`config.mk`:
```
export PLATFORM = sky130hd
export DESIGN_NAME = ip_sequencer_flat
export DESIGN_NICKNAME = d
export VERILOG_FILES = /design/src/rtl/ip_sequencer_pkg.sv /design/src/rtl/ip_sequencer_if.sv /design/src/rtl/ip_sequencer.sv /design/src/flat_wrapper.sv
export SDC_FILE = /design/constraint.sdc
export NUM_CORES = 1
export LEC_CHECK = 0
export CAP_MARGIN = 10
export CORE_ASPECT_RATIO = 1.2
export CORE_MARGIN = 2
export CORE_UTILIZATION = 41
export DETAILED_ROUTE_END_ITERATION = 6
export MAX_ROUTING_LAYER = met4
export PLACE_DENSITY = 0.81
export SLEW_MARGIN = 5
export SYNTH_ARGS = -nofsm -noshare
export SYNTH_HDL_FRONTEND = slang
export SYNTH_SLANG_ARGS = --single-unit
```
`constraint.sdc`:
```
create_clock -name clk -period 2.33 [get_ports clk]
set_input_delay 0.466 -clock clk [delete_from_list [all_inputs] [get_ports clk]]
set_output_delay 0.466 -clock clk [all_outputs]
set_load 0.01 [all_outputs]
```
`src/rtl/ip_sequencer_pkg.sv`:
```
// Shared definitions for the instruction-pointer sequencer: FSM state
// encodings, the default interrupt vector and the IP successor helper.
package ip_sequencer_pkg;

  typedef logic [2:0] state_t;

  localparam state_t ST_IDLE  = 3'd0;
  localparam state_t ST_REQ   = 3'd1;
  localparam state_t ST_ISSUE = 3'd2;
  localparam state_t ST_DRAIN = 3'd3;
  localparam state_t ST_HALT  = 3'd4;

  localparam logic [31:0] IRQ_VECTOR_DEFAULT = 32'h0000_0100;

  // Successor address, wrapping modulo 2^32.
  function automatic logic [31:0] ip_plus_one(input logic [31:0] a);
    return a + 32'd1;
  endfunction

endpackage

```
`src/rtl/ip_sequencer_if.sv`:
```
// Instruction-memory and instruction-issue handshakes between the sequencer
// (master) and the memory / decode side (slave).
interface ip_sequencer_if;
  logic        mem_req;
  logic [31:0] mem_addr;
  logic        mem_ack;
  logic [31:0] mem_rdata;
  logic        instr_valid;
  logic [31:0] instr;
  logic [31:0] instr_addr;
  logic        instr_ready;

  modport master (
    output mem_req, mem_addr, instr_valid, instr, instr_addr,
    input  mem_ack, mem_rdata, instr_ready
  );

  modport slave (
    input  mem_req, mem_addr, instr_valid, instr, instr_addr,
    output mem_ack, mem_rdata, instr_ready
  );
endinterface

```
`src/rtl/ip_sequencer.sv`:
```
// Fetch/issue sequencer driving an external IP register through load and
// increment strobes; handles redirects, interrupt entry and halt.
module ip_sequencer
  import ip_sequencer_pkg::*;
#(
  parameter logic [31:0] IRQ_VECTOR = IRQ_VECTOR_DEFAULT
) (
  input  logic                clk,
  input  logic                reset,
  input  logic                start,
  input  logic [31:0]         start_addr,
  input  logic [31:0]         ip,
  output logic                ip_ld,
  output logic                ip_inc,
  output logic [31:0]         ip_din,
  input  logic                redirect,
  input  logic [31:0]         redirect_addr,
  input  logic                irq,
  output logic [31:0]         epc,
  input  logic                halt,
  output logic                busy,
  ip_sequencer_if.master      bus
);

  state_t      state_r;
  state_t      state_nxt_s;
  logic [31:0] pending_r;
  logic [31:0] instr_r;
  logic [31:0] instr_addr_r;
  logic [31:0] epc_r;
  logic        ld_s;
  logic        inc_s;
  logic [31:0] din_s;
  logic        capture_s;
  logic        pend_ld_s;
  logic        epc_ld_s;

  // Next-state decode and IP strobe generation.
  always_comb begin
    state_nxt_s = state_r;
    ld_s        = 1'b0;
    inc_s       = 1'b0;
    din_s       = 32'd0;
    capture_s   = 1'b0;
    pend_ld_s   = 1'b0;
    epc_ld_s    = 1'b0;
    if (reset) begin
      state_nxt_s = ST_IDLE;
    end else begin
      case (state_r)
        ST_IDLE, ST_HALT: begin
          if (start) begin
            ld_s        = 1'b1;
            din_s       = start_addr;
            state_nxt_s = ST_REQ;
          end else begin
            state_nxt_s = state_r;
          end
        end
        ST_REQ: begin
          if (redirect && bus.mem_ack) begin
            ld_s        = 1'b1;
            din_s       = redirect_addr;
            state_nxt_s = ST_REQ;
          end else if (redirect) begin
            pend_ld_s   = 1'b1;
            state_nxt_s = ST_DRAIN;
          end else if (bus.mem_ack) begin
            capture_s   = 1'b1;
            state_nxt_s = ST_ISSUE;
          end else begin
            state_nxt_s = ST_REQ;
          end
        end
        ST_DRAIN: begin
          // A redirect arriving together with the ack is the newest target.
          if (bus.mem_ack) begin
            ld_s        = 1'b1;
            din_s       = redirect ? redirect_addr : pending_r;
            state_nxt_s = ST_REQ;
          end else if (redirect) begin
            pend_ld_s   = 1'b1;
            state_nxt_s = ST_DRAIN;
          end else begin
            state_nxt_s = ST_DRAIN;
          end
        end
        ST_ISSUE: begin
          if (redirect) begin
            ld_s        = 1'b1;
            din_s       = redirect_addr;
            state_nxt_s = ST_REQ;
          end else if (bus.instr_ready) begin
            if (irq) begin
              ld_s        = 1'b1;
              din_s       = IRQ_VECTOR;
              epc_ld_s    = 1'b1;
              state_nxt_s = ST_REQ;
            end else if (halt) begin
              inc_s       = 1'b1;
              state_nxt_s = ST_HALT;
            end else begin
              inc_s       = 1'b1;
              state_nxt_s = ST_REQ;
            end
          end else begin
            state_nxt_s = ST_ISSUE;
          end
        end
        default: begin
          state_nxt_s = ST_IDLE;
        end
      endcase
    end
  end

  // State, captured instruction, pending redirect and EPC registers.
  always_ff @(posedge clk) begin
    if (reset) begin
      state_r      <= ST_IDLE;
      pending_r    <= 32'd0;
      instr_r      <= 32'd0;
      instr_addr_r <= 32'd0;
      epc_r        <= 32'd0;
    end else begin
      state_r <= state_nxt_s;
      if (pend_ld_s) begin
        pending_r <= redirect_addr;
      end
      if (capture_s) begin
        instr_r      <= bus.mem_rdata;
        instr_addr_r <= ip;
      end
      if (epc_ld_s) begin
        epc_r <= ip_plus_one(ip);
      end
    end
  end

  assign ip_ld           = ld_s;
  assign ip_inc          = inc_s;
  assign ip_din          = din_s;
  assign epc             = epc_r;
  assign busy            = (state_r != ST_IDLE) && (state_r != ST_HALT);
  assign bus.mem_req     = (state_r == ST_REQ) || (state_r == ST_DRAIN);
  // ip is frozen while a fetch is outstanding, so the address stays stable.
  assign bus.mem_addr    = bus.mem_req ? ip : 32'd0;
  assign bus.instr_valid = (state_r == ST_ISSUE);
  assign bus.instr       = instr_r;
  assign bus.instr_addr  = instr_addr_r;

endmodule

```
`src/flat_wrapper.sv`:
```
// flat-port wrapper written by rule: the top's interface ports become plain ports
module ip_sequencer_flat import ip_sequencer_pkg::*;
#(
  parameter logic [31:0] IRQ_VECTOR = IRQ_VECTOR_DEFAULT
)
  (clk, reset, start, start_addr, ip, ip_ld, ip_inc, ip_din, redirect, redirect_addr, irq, epc, halt, busy, bus_mem_req, bus_mem_addr, bus_instr_valid, bus_instr, bus_instr_addr, bus_mem_ack, bus_mem_rdata, bus_instr_ready);
  ip_sequencer_if bus_i ();
  input  logic clk;
  input  logic reset;
  input  logic start;
  input  logic [31:0] start_addr;
  input  logic [31:0] ip;
  output logic ip_ld;
  output logic ip_inc;
  output logic [31:0] ip_din;
  input  logic redirect;
  input  logic [31:0] redirect_addr;
  input  logic irq;
  output logic [31:0] epc;
  input  logic halt;
  output logic busy;
  output wire logic [$bits(bus_i.mem_req)-1:0] bus_mem_req;
  output wire logic [$bits(bus_i.mem_addr)-1:0] bus_mem_addr;
  output wire logic [$bits(bus_i.instr_valid)-1:0] bus_instr_valid;
  output wire logic [$bits(bus_i.instr)-1:0] bus_instr;
  output wire logic [$bits(bus_i.instr_addr)-1:0] bus_instr_addr;
  input wire logic [$bits(bus_i.mem_ack)-1:0] bus_mem_ack;
  input wire logic [$bits(bus_i.mem_rdata)-1:0] bus_mem_rdata;
  input wire logic [$bits(bus_i.instr_ready)-1:0] bus_instr_ready;
  assign bus_mem_req = bus_i.mem_req;
  assign bus_mem_addr = bus_i.mem_addr;
  assign bus_instr_valid = bus_i.instr_valid;
  assign bus_instr = bus_i.instr;
  assign bus_instr_addr = bus_i.instr_addr;
  assign bus_i.mem_ack = bus_mem_ack;
  assign bus_i.mem_rdata = bus_mem_rdata;
  assign bus_i.instr_ready = bus_instr_ready;
  ip_sequencer #(.IRQ_VECTOR(IRQ_VECTOR)) u_core (.clk(clk), .reset(reset), .start(start), .start_addr(start_addr), .ip(ip), .ip_ld(ip_ld), .ip_inc(ip_inc), .ip_din(ip_din), .redirect(redirect), .redirect_addr(redirect_addr), .irq(irq), .epc(epc), .halt(halt), .busy(busy), .bus(bus_i));
endmodule
```
==> impl_metrics.toml, run 1 <==
[hold_path]
hp-class = "reg2reg"

[worst_setup_path]
crit_type = "reg2out"
crit_path_end_kind = "output pin"
cp_max_fo = 8
crit_path_start_kind = "flip-flop"
required_ns = 1.86
rrSetupSlack_ns = 0.10
crit_arrival_ns = 2.07

[place]
placedCellCount = 1298
port_buffers = 300
hpwlAfterDp_um = 15260
pre_cts_slack_ns = -0.7168
finalWeightedCongestion = 0.8866

[routing]
num_vias = 6919
first_iter_violations = 648
drt-wirelength-per-cell_um = 16.15
route.met3.wl_um = 1586
post_drt_via_cell_ratio = 5.175
drtPass1Iterations = 6
postRouteAntennaNets = 0
drc_errors = 0
maxUsedRoutingLayer = "met4"
wl_met1_um = 8188
drt-total-wl_um = 21600
wl_met2_um = 11220

[global_route]
grtUsageTotal = 0.2666
grt_pass1_vias = 6687
grt_max_degree = 65
grt_pass1_wl_um = 33400
antenna_found_initial = 0
overflow = 0

[finish]
final_cells = 1337
n_fill_cell = 1243
num_antenna_cells = 0
fin_nets = 1261
area_delta_synth_final_pct = 68.71
drive_gt1_frac = 0.1677

[yosys]
synthesis.area_mm2 = 0.006210
synth_area_per_cell_um2 = 7.900
yosys_warnings = 0
synthCells = 786
synth.distinct_cells = 47
synth-main-ff-cell = "dfxtp_1"
synth_nets = 927
ys_seq_elements = 131
ys_seq_area_frac = 0.4223
async_reset_ff_frac = 0
synth_edf_count = 0

[timing]
fin_crit_ns = 2.533
final_hold_viol_count = 0
slew-limit-headroom = 0.5613
report.final.slew_viol_count = 0
clock_skew_ns = 0.01111
fin_hold_ws_ns = 0.4531
fmax_ghz = 0.3948
finalSetupTns_ns = -3.820
fin_crit_sh = 1.087
rsz0062_at_grt = "yes"
max_slew.worst_pin.slew_ns = 0.6581
setup_slack_ns = -0.2026
finalSetupViolCount = 32

[floorplanning]
dieArea_mm2 = 0.01615
coreArea_mm2 = 0.01490
die-width_um = 116.3
ios = 301
row_count = 49
start_util = 0.4168
die_height_um = 138.8

[power_and_ir_drop]
comb_power_share = 0.171
intPower_mw = 4.636
p_total_mw = 6.201
p_leak_nw = 3.953
power.share.clock = 0.453
p_sw_frac = 0.2525
power_switching_mw = 1.566
power_density_mw_per_mm2 = 591.9
vdd_drop_max_v = 0.0004574
p_seq_frac = 0.376

[outcome]
outcome = "finished, violations left"
violations = "setup timing"

[clock_network]
root_buffer = "clkbuf_16"
numCtsBuffers = 17
ctsLongestPathBuffers = 2
postCtsHoldBufs = 0
cts_sinks = 131
insertion_delay_ns = 0.41
cts_tree = "done"
cts_htree_levels = 4
clk_pin_slew_ns = 0.06

[job]
drv_cap = 0
[final timing paths]
path | depth (start not counted) | from | to
setup / recovery | 8 | u_core.state_r[1]$_SDFFE_PP0P_ | ip_din[26]
hold / removal | 2 | u_core.bus.instr[7]$_SDFFE_PP0P_ | u_core.bus.instr[7]$_SDFFE_PP0P_
setup reg to reg | 5 | u_core.state_r[0]$_SDFFE_PP0P_ | u_core.epc[11]$_SDFFE_PP0P_
hold reg to reg | 2 | u_core.bus.instr[7]$_SDFFE_PP0P_ | u_core.bus.instr[7]$_SDFFE_PP0P_
[placed cells by master (no fill, tap or decap), types with 3 or more instances in the layout]
cell | Yosys | final
a211oi_1 | 14 | 14
a211oi_2 | 15 | 15
a21oi_1 | 103 | 102
a222oi_1 | 31 | 31
and2_1 | 34 | 33
and3_1 | 4 | 4
buf_12 | 0 | 10
buf_2 | 7 | 36
buf_4 | 1 | 62
buf_6 | 6 | 3
bufinv_16 | 0 | 3
clkbuf_16 | 0 | 18
clkdlybuf4s50_1 | 0 | 230
clkinv_4 | 0 | 3
dfxtp_1 | 131 | 129
dlygate4sd2_1 | 0 | 32
ha_1 | 5 | 4
inv_1 | 7 | 7
inv_6 | 0 | 5
nand2_1 | 206 | 205
nand2b_1 | 7 | 6
nand3_1 | 14 | 14
nand4_1 | 11 | 11
nor2_1 | 74 | 72
nor4_4 | 3 | 4
xnor2_1 | 7 | 7
xor2_1 | 22 | 22
[layout make-up]
cell class | count | area [um2] | share of cell area
clock inverter | 12 | 167.7 | 0.01600
clock buffer | 20 | 456.7 | 0.04359
inverter | 8 | 32.53 | 0.003105
tap | 204 | 255.2 | 0.02436
sequential | 131 | 2630 | 0.2510
timing repair buffer | 377 | 3555 | 0.3393
multi-input combinational | 585 | 3379 | 0.3226
[logic make-up after synthesis]
kind of cell,count (synthesis),share of synthesized area
simple gates,377,0.2813
compound gates,173,0.1906
flops,131,0.4223
buf+inv,70,0.05319
xor+xnor,29,0.04090
fa+ha+maj,5,0.01007
mux,1,0.001612
[cell usage after synthesis, types with 2 or more instances]
| master | count | area [um2] |
|---|---|---|
| nor3b_1 | 2 | 15.01 |
| nor4_4 | 3 | 63.81 |
| nand2_1 | 206 | 773.2 |
| clkbuf_1 | 38 | 142.6 |
| and2_1 | 34 | 212.7 |
| xor2_1 | 22 | 192.7 |
| nand3_1 | 14 | 70.07 |
| o21ai_0 | 4 | 20.02 |
| dfxtp_1 | 131 | 2623 |
| inv_1 | 7 | 26.28 |
| buf_1 | 9 | 33.78 |
| or2_4 | 2 | 17.52 |
| nor2_1 | 74 | 277.8 |
| nor2b_1 | 2 | 12.51 |
| a222oi_1 | 31 | 310.3 |
| a211oi_2 | 15 | 187.7 |
| nor3_1 | 3 | 15.01 |
| xnor2_1 | 7 | 61.31 |
| and3_1 | 4 | 25.02 |
| and4_1 | 2 | 17.52 |
| nand2b_1 | 7 | 43.79 |
| nand3b_1 | 2 | 15.01 |
| nand4_1 | 11 | 68.82 |
| a211oi_1 | 14 | 105.1 |
| buf_2 | 7 | 35.03 |
| ha_1 | 5 | 62.56 |
| o211ai_1 | 2 | 15.01 |
| a21oi_1 | 103 | 515.5 |
| buf_6 | 6 | 67.56 |
| or3_1 | 2 | 12.51 |
[per-layer routing]
layer | up-vias | GRT usage
met2 | 287 | 0.4777
met4 | 0 | 0.08208
li1 | 3369 | -
met5 | - | -
met1 | 3224 | 0.2856
met3 | 39 | 0.06337
[power groups by stage]
stage | logic [mW] | registers (mW) | clock network, mW
floorplan | 0.376 | 2.39 | 0
global placement | 1.05 | 2.38 | 0
detailed placement | 1.06 | 2.38 | 0
CTS | 1.05 | 2.33 | 2.85
global route | 1.14 | 2.34 | 2.93
finish | 1.06 | 2.33 | 2.81
[metrics by stage]
step	instance area [um2]	utilization
after floorplan	6210	-
after global placement	9816	0.6589
after detailed placement	9816	0.6589
after CTS	10410	0.6986
after global routing	10480	0.7032
final	10480	0.7032
[registers in the layout, summed over array words and instances (netlist names)]
name                   flops
u_core.pending_r          32
u_core.bus.instr          32
u_core.epc                32
u_core.bus.instr_addr     32
u_core.state_r             3
[repair_timing]
item                       in CTS  in global routing
setup buffers                   1                  3
gates cloned                    3                  0
setup endpoints to repair      68                 35
resized for setup             191                 19
pin swaps                      34                 27
[worst max-delay path: stages, from the launching register on]
cell      delay, ns
dfxtp_4        0.37
buf_6          0.12
a32oi_4        0.24
nor2_4         0.10
buf_12         0.14
buf_16         0.13
a222oi_1       0.32
nor2_1         0.08
buf_2          0.14
No activity file was read; power rests on OpenSTA's default activity.
==> run 2, diff against run 1 <==
--- a/config.mk
+++ b/config.mk
@@ -8,10 +8,10 @@
 export CAP_MARGIN = 10
 export CORE_ASPECT_RATIO = 1.2
 export CORE_MARGIN = 2
-export CORE_UTILIZATION = 41
+export CORE_UTILIZATION = 30
 export DETAILED_ROUTE_END_ITERATION = 6
 export MAX_ROUTING_LAYER = met4
-export PLACE_DENSITY = 0.81
+export SKIP_LAST_GASP = 1
 export SLEW_MARGIN = 5
 export SYNTH_ARGS = -nofsm -noshare
 export SYNTH_HDL_FRONTEND = slang
==> impl_metrics.toml, run 2 (same netlist as run 1, synthesis figures left out) <==
[timing]
final_hold_viol_count = 0
rsz0062_at_grt = "yes"
fin_hold_ws_ns = 0.4174
fin_crit_ns = 2.476
clock_skew_ns = 0.008903
setup_slack_ns = -0.1456
fmax_ghz = 0.4039
finalSetupViolCount = 34
slew-limit-headroom = 0.5519
report.final.slew_viol_count = 0
fin_crit_sh = 1.062
max_slew.worst_pin.slew_ns = 0.6721

[worst_setup_path]
cp_max_fo = 8
crit_path_end_kind = "output pin"
crit_type = "reg2out"
critPathLaunch = "u_core.state_r[0]$_SDFFE_PP0P_"
required_ns = 1.86
crit_arrival_ns = 2.01
crit_path_start_kind = "flip-flop"
r2r-start = "u_core.state_r[0]$_SDFFE_PP0P_"

[floorplanning]
coreArea_mm2 = 0.02025
die-width_um = 135.3
dieArea_mm2 = 0.02187
start_util = 0.3066
die_height_um = 161.6
row_count = 57
ios = 301

[power_and_ir_drop]
vdd_drop_max_v = 0.0004441
power_switching_mw = 1.622
power.share.clock = 0.448
intPower_mw = 4.515
power_density_mw_per_mm2 = 583.9
p_sw_frac = 0.2644
p_leak_nw = 3.921
p_seq_frac = 0.380
comb_power_share = 0.172

[finish]
num_antenna_cells = 0
drive_gt1_frac = 0.1643
n_fill_cell = 1989
final_cell_mix = "231 x clkdlybuf4s50_1, 206 x nand2_1, 129 x dfxtp_1"
final_common_cell = "clkdlybuf4s50_1"
seq_area_mm2 = 0.002630
fin_nets = 1260
final_cells = 1397
area_delta_synth_final_pct = 69.25
postLayoutCoreUtil = 0.5189
multiInputGateArea_mm2 = 0.003343

[outcome]
outcome = "finished, violations left"
violations = "setup timing"

[routing]
postRouteAntennaNets = 0
drt-total-wl_um = 22150
drtPass1Iterations = 7
post_drt_via_cell_ratio = 4.747
drt-wirelength-per-cell_um = 15.86
first_iter_violations = 427
drc_errors = 0
num_vias = 6631

[clock_network]
postCtsHoldBufs = 0
ctsLongestPathBuffers = 2
clk_pin_slew_ns = 0.06
insertion_delay_ns = 0.41
cts_htree_levels = 4
root_buffer = "clkbuf_16"
numCtsBuffers = 17
cts_tree = "done"
cts_sinks = 131

[hold_path]
hp-class = "in2reg"
hp-start = "reset"

[place]
finalWeightedCongestion = 0.8010
port_buffers = 300
pre_cts_slack_ns = -0.7282
hpwlAfterDp_um = 15680
placedCellCount = 1354

[global_route]
overflow = 0
grt_pass1_wl_um = 34400
grt_pass1_vias = 6317
grtUsageTotal = 0.2049
grt_max_degree = 130
antenna_found_initial = 0

[job]
drv_cap = 0
==> run 2: worst max-delay path, stage by stage (launching register included) <==
cell,delay (ns)
dfxtp_4,0.40
nand2b_4,0.06
a32oi_2,0.20
nor2_2,0.08
buf_6,0.15
buf_16,0.14
a222oi_1,0.33
nor2_1,0.09
buf_2,0.15
==> run 2: power groups by stage <==
| stage | Sequential [mW] | Clock (mW) | Combinational (mW) |
|---|---|---|---|
| final | 2.33 | 2.75 | 1.06 |
| after global routing | 2.34 | 2.93 | 1.14 |
| after CTS | 2.33 | 2.83 | 1.06 |
| after global placement | 2.38 | 0 | 1.07 |
| after floorplan | 2.39 | 0 | 0.376 |
| after detailed placement | 2.38 | 0 | 1.07 |
==> run 2: per-layer routing <==
layer  share of wire  GRT usage
met4           0.021    0.05729
met3           0.070    0.04739
met2            0.50     0.3486
met5               0          -
met1            0.41     0.2418
==> run 2: per-stage QoR <==
stage	setup TNS (ns)	area, um2	power [mW]
4_1_cts	-5.345	10480	6.215
5_1_grt	-8.056	10510	6.410
6_report	-3.418	10510	6.137
3_5_place_dp	-34.32	9879	3.446
2_1_floorplan	0	6210	2.762
3_3_place_gp	-32.25	9879	3.444
==> run 2: timing repair <==
item                                    in CTS  in global routing
gates cloned                                 3                  0
hold endpoints to repair                     0                  0
buffers inserted                             7                  3
endpoints found under the setup margin      68                 35
gates resized for setup                    195                  9
pin swaps                                   44                 39
==> run 2: cell type report <==
type	count	area share
clock buffer	18	0.04179
clock inverter	14	0.01595
inverter	8	0.003095
multi-input combinational	585	0.3181
sequential	131	0.2502
tap	265	0.03155
timing repair buffer	376	0.3393
==> run 2: path summary, 6_finish.rpt <==
kind | endpoint | slack [ns] | cells past startpoint
worst min register to register | u_core.bus.instr[21]$_SDFFE_PP0P_ | 0.45 | 2
worst max register to register | u_core.epc[10]$_SDFFE_PP0P_ | 0.15 | 6
worst max-delay path | ip_din[7] | -0.15 | 8
worst min-delay path | u_core.epc[29]$_SDFFE_PP0P_ | 0.42 | 3
==> run 3, diff against run 2 <==
--- a/config.mk
+++ b/config.mk
@@ -8,9 +8,11 @@
 export CAP_MARGIN = 10
 export CORE_ASPECT_RATIO = 1.2
 export CORE_MARGIN = 2
-export CORE_UTILIZATION = 30
+export CORE_UTILIZATION = 41
+export CTS_CLUSTER_SIZE = 12
 export DETAILED_ROUTE_END_ITERATION = 6
 export MAX_ROUTING_LAYER = met4
+export PLACE_DENSITY = 0.81
 export SKIP_LAST_GASP = 1
 export SLEW_MARGIN = 5
 export SYNTH_ARGS = -nofsm -noshare
==> impl_metrics.toml, run 3 (same netlist as run 1, synthesis figures left out) <==
[outcome]
outcome = "finished, violations left"
violations = "setup timing"

[clock_network]
insertion_delay_ns = 0.41
cts_htree_levels = 4
ctsLongestPathBuffers = 2
cts_tree = "done"
clk_pin_slew_ns = 0.06
postCtsHoldBufs = 0
root_buffer = "clkbuf_16"
cts_sinks = 131
numCtsBuffers = 17

[finish]
fin_nets = 1262
final_common_cell = "clkdlybuf4s50_1"
final_area_mm2 = 0.01049
multiInputGateArea_mm2 = 0.003373
num_antenna_cells = 0
final_cell_mix = "230 x clkdlybuf4s50_1, 205 x nand2_1, 129 x dfxtp_1"
seq_area_mm2 = 0.002630
area_delta_synth_final_pct = 68.85
n_fill_cell = 1241
drive_gt1_frac = 0.1667

[worst_setup_path]
reg2reg_to = "u_core.epc[11]$_SDFFE_PP0P_"
path_delay_family = "compound AO/OA/AOI/OAI gates"
critical_path.slowest_cell = "dfxtp_4"
cp_max_fo = 8
r2r-start = "u_core.state_r[0]$_SDFFE_PP0P_"
path_buf_inv = 3
rrSetupSlack_ns = 0.11
crit_chain = "nand2b_4 > a32oi_4 > nor2_4 > buf_12 > buf_16 > a222oi_1 > nor2_1 > buf_2"
worstRegToRegCells = 5
required_ns = 1.86
worstSetupPathDepth = 8
critPathMaxStageDelay_ns = 0.40
crit_path_end_kind = "output pin"
crit_arrival_ns = 2.06
crit_type = "reg2out"
critPathLaunch = "u_core.state_r[0]$_SDFFE_PP0P_"
crit_path_start_kind = "flip-flop"
worstSetupEndpoint = "ip_din[26]"

[place]
hpwlAfterDp_um = 15260
port_buffers = 300
placed_area_mm2 = 0.009816
finalWeightedCongestion = 0.8866

[timing]
fin_crit_ns = 2.529
rsz0062_at_grt = "yes"
finalSetupViolCount = 32
fmax_ghz = 0.3954
clock_skew_ns = 0.01103
max_slew.worst_pin.slew_ns = 0.6566
setup_slack_ns = -0.1993
finalSetupTns_ns = -3.611
final_hold_viol_count = 0
fin_hold_ws_ns = 0.4531
report.final.slew_viol_count = 0
slew-limit-headroom = 0.5623
fin_crit_sh = 1.086

[routing]
num_vias = 6921
drt-wirelength-per-cell_um = 16.10
postRouteAntennaNets = 0
drt-total-wl_um = 21540
drc_errors = 0
first_iter_violations = 625
drtPass1Iterations = 6
post_drt_via_cell_ratio = 5.173

[power_and_ir_drop]
p_leak_nw = 3.962
p_sw_frac = 0.2521
power.share.clock = 0.453
vdd_drop_max_v = 0.0004585
power_density_mw_per_mm2 = 591.3
p_seq_frac = 0.376
intPower_mw = 4.637
comb_power_share = 0.171
power_switching_mw = 1.563

[floorplanning]
row_count = 49
die_height_um = 138.8
coreArea_mm2 = 0.01490
die-width_um = 116.3
ios = 301
start_util = 0.4168
dieArea_mm2 = 0.01615

[global_route]
antenna_found_initial = 0
grt_max_degree = 65
overflow = 0
grt_pass1_wl_um = 33450
grtUsageTotal = 0.2670
grt_pass1_vias = 6701

[job]
drv_cap = 0

[hold_path]
hp-class = "reg2reg"
[run 3: changes by cell type in the layout (fill, tap and decap cells not counted), sizes merged]
cell           change
inv                -3
clkbuf             +3
clkinvlp           -1
dlymetal6s2s       +1
bufinv             +1
clkdlybuf4s50      -1
buf                +1
clkinv             +1
[run 3: what timing repair did]
action                                 CTS  global route
setup endpoints to repair               68            35
gates resized for setup                189            20
gates cloned                             3             0
buffers inserted                         1             4
endpoints found under the hold margin    0             0
pin swaps                               34            20
[run 3: metrics by stage]
step                power (mW)  cells  worst slack [ns]  utilization
global route             6.408   1338           -0.3051       0.7038
detailed placement       3.437   1298           -0.7168       0.6589
finish                   6.200   1338           -0.1993       0.7038
CTS                      6.222   1334           -0.1814       0.6987
floorplan                2.762    786            0.2490            -
global placement         3.423   1298           -0.6583       0.6589
[run 3: power by group through the flow]
stage	logic (mW)	clock network, mW	registers (mW)
3_5_place_dp	1.06	0	2.38
4_1_cts	1.05	2.85	2.33
5_1_grt	1.14	2.93	2.34
6_report	1.06	2.81	2.33
2_1_floorplan	0.376	0	2.39
3_3_place_gp	1.05	0	2.38
[run 3: layout make-up]
class / instances / share of cell area
inverters: 8 / 0.003103
clock buffers: 20 / 0.04356
well taps: 204 / 0.02434
repair buffers: 378 / 0.3405
clock inverters: 12 / 0.01599
flip-flops and latches: 131 / 0.2508
multi-input cells: 585 / 0.3217
[run 3: worst min-delay path, delay by kind of cell (launching register included)]
family	cells	cell delay (ns)
and+or+nand+nor	1	0.05
AOI/OAI and AO/OA	1	0.05
DFF	1	0.31
[run 3: routing by layer]
metal  vias up  GRT usage  wire (um)
met5         -          -          0
met4         0    0.08396        573
met3        37    0.06337       1688
met2       305     0.4767      11230
met1      3205     0.2870       8050
li1       3374          -          -
[run 3: how the worst min path moves through the flow]
stage	slack (ns)	depth (start not counted)	start	endpoint
final	0.45	2	u_core.bus.instr[7]$_SDFFE_PP0P_	u_core.bus.instr[7]$_SDFFE_PP0P_
after floorplan	0.44	2	u_core.pending_r[0]$_SDFFE_PP0P_	u_core.pending_r[0]$_SDFFE_PP0P_
after detailed placement	0.45	2	u_core.bus.instr_addr[27]$_SDFFE_PP0P_	u_core.bus.instr_addr[27]$_SDFFE_PP0P_
after global routing	0.47	2	u_core.bus.instr[19]$_SDFFE_PP0P_	u_core.bus.instr[19]$_SDFFE_PP0P_
after CTS	0.41	4	reset	u_core.state_r[2]$_SDFFE_PP0P_
after global placement	0.44	2	u_core.bus.instr[10]$_SDFFE_PP0P_	u_core.bus.instr[10]$_SDFFE_PP0P_
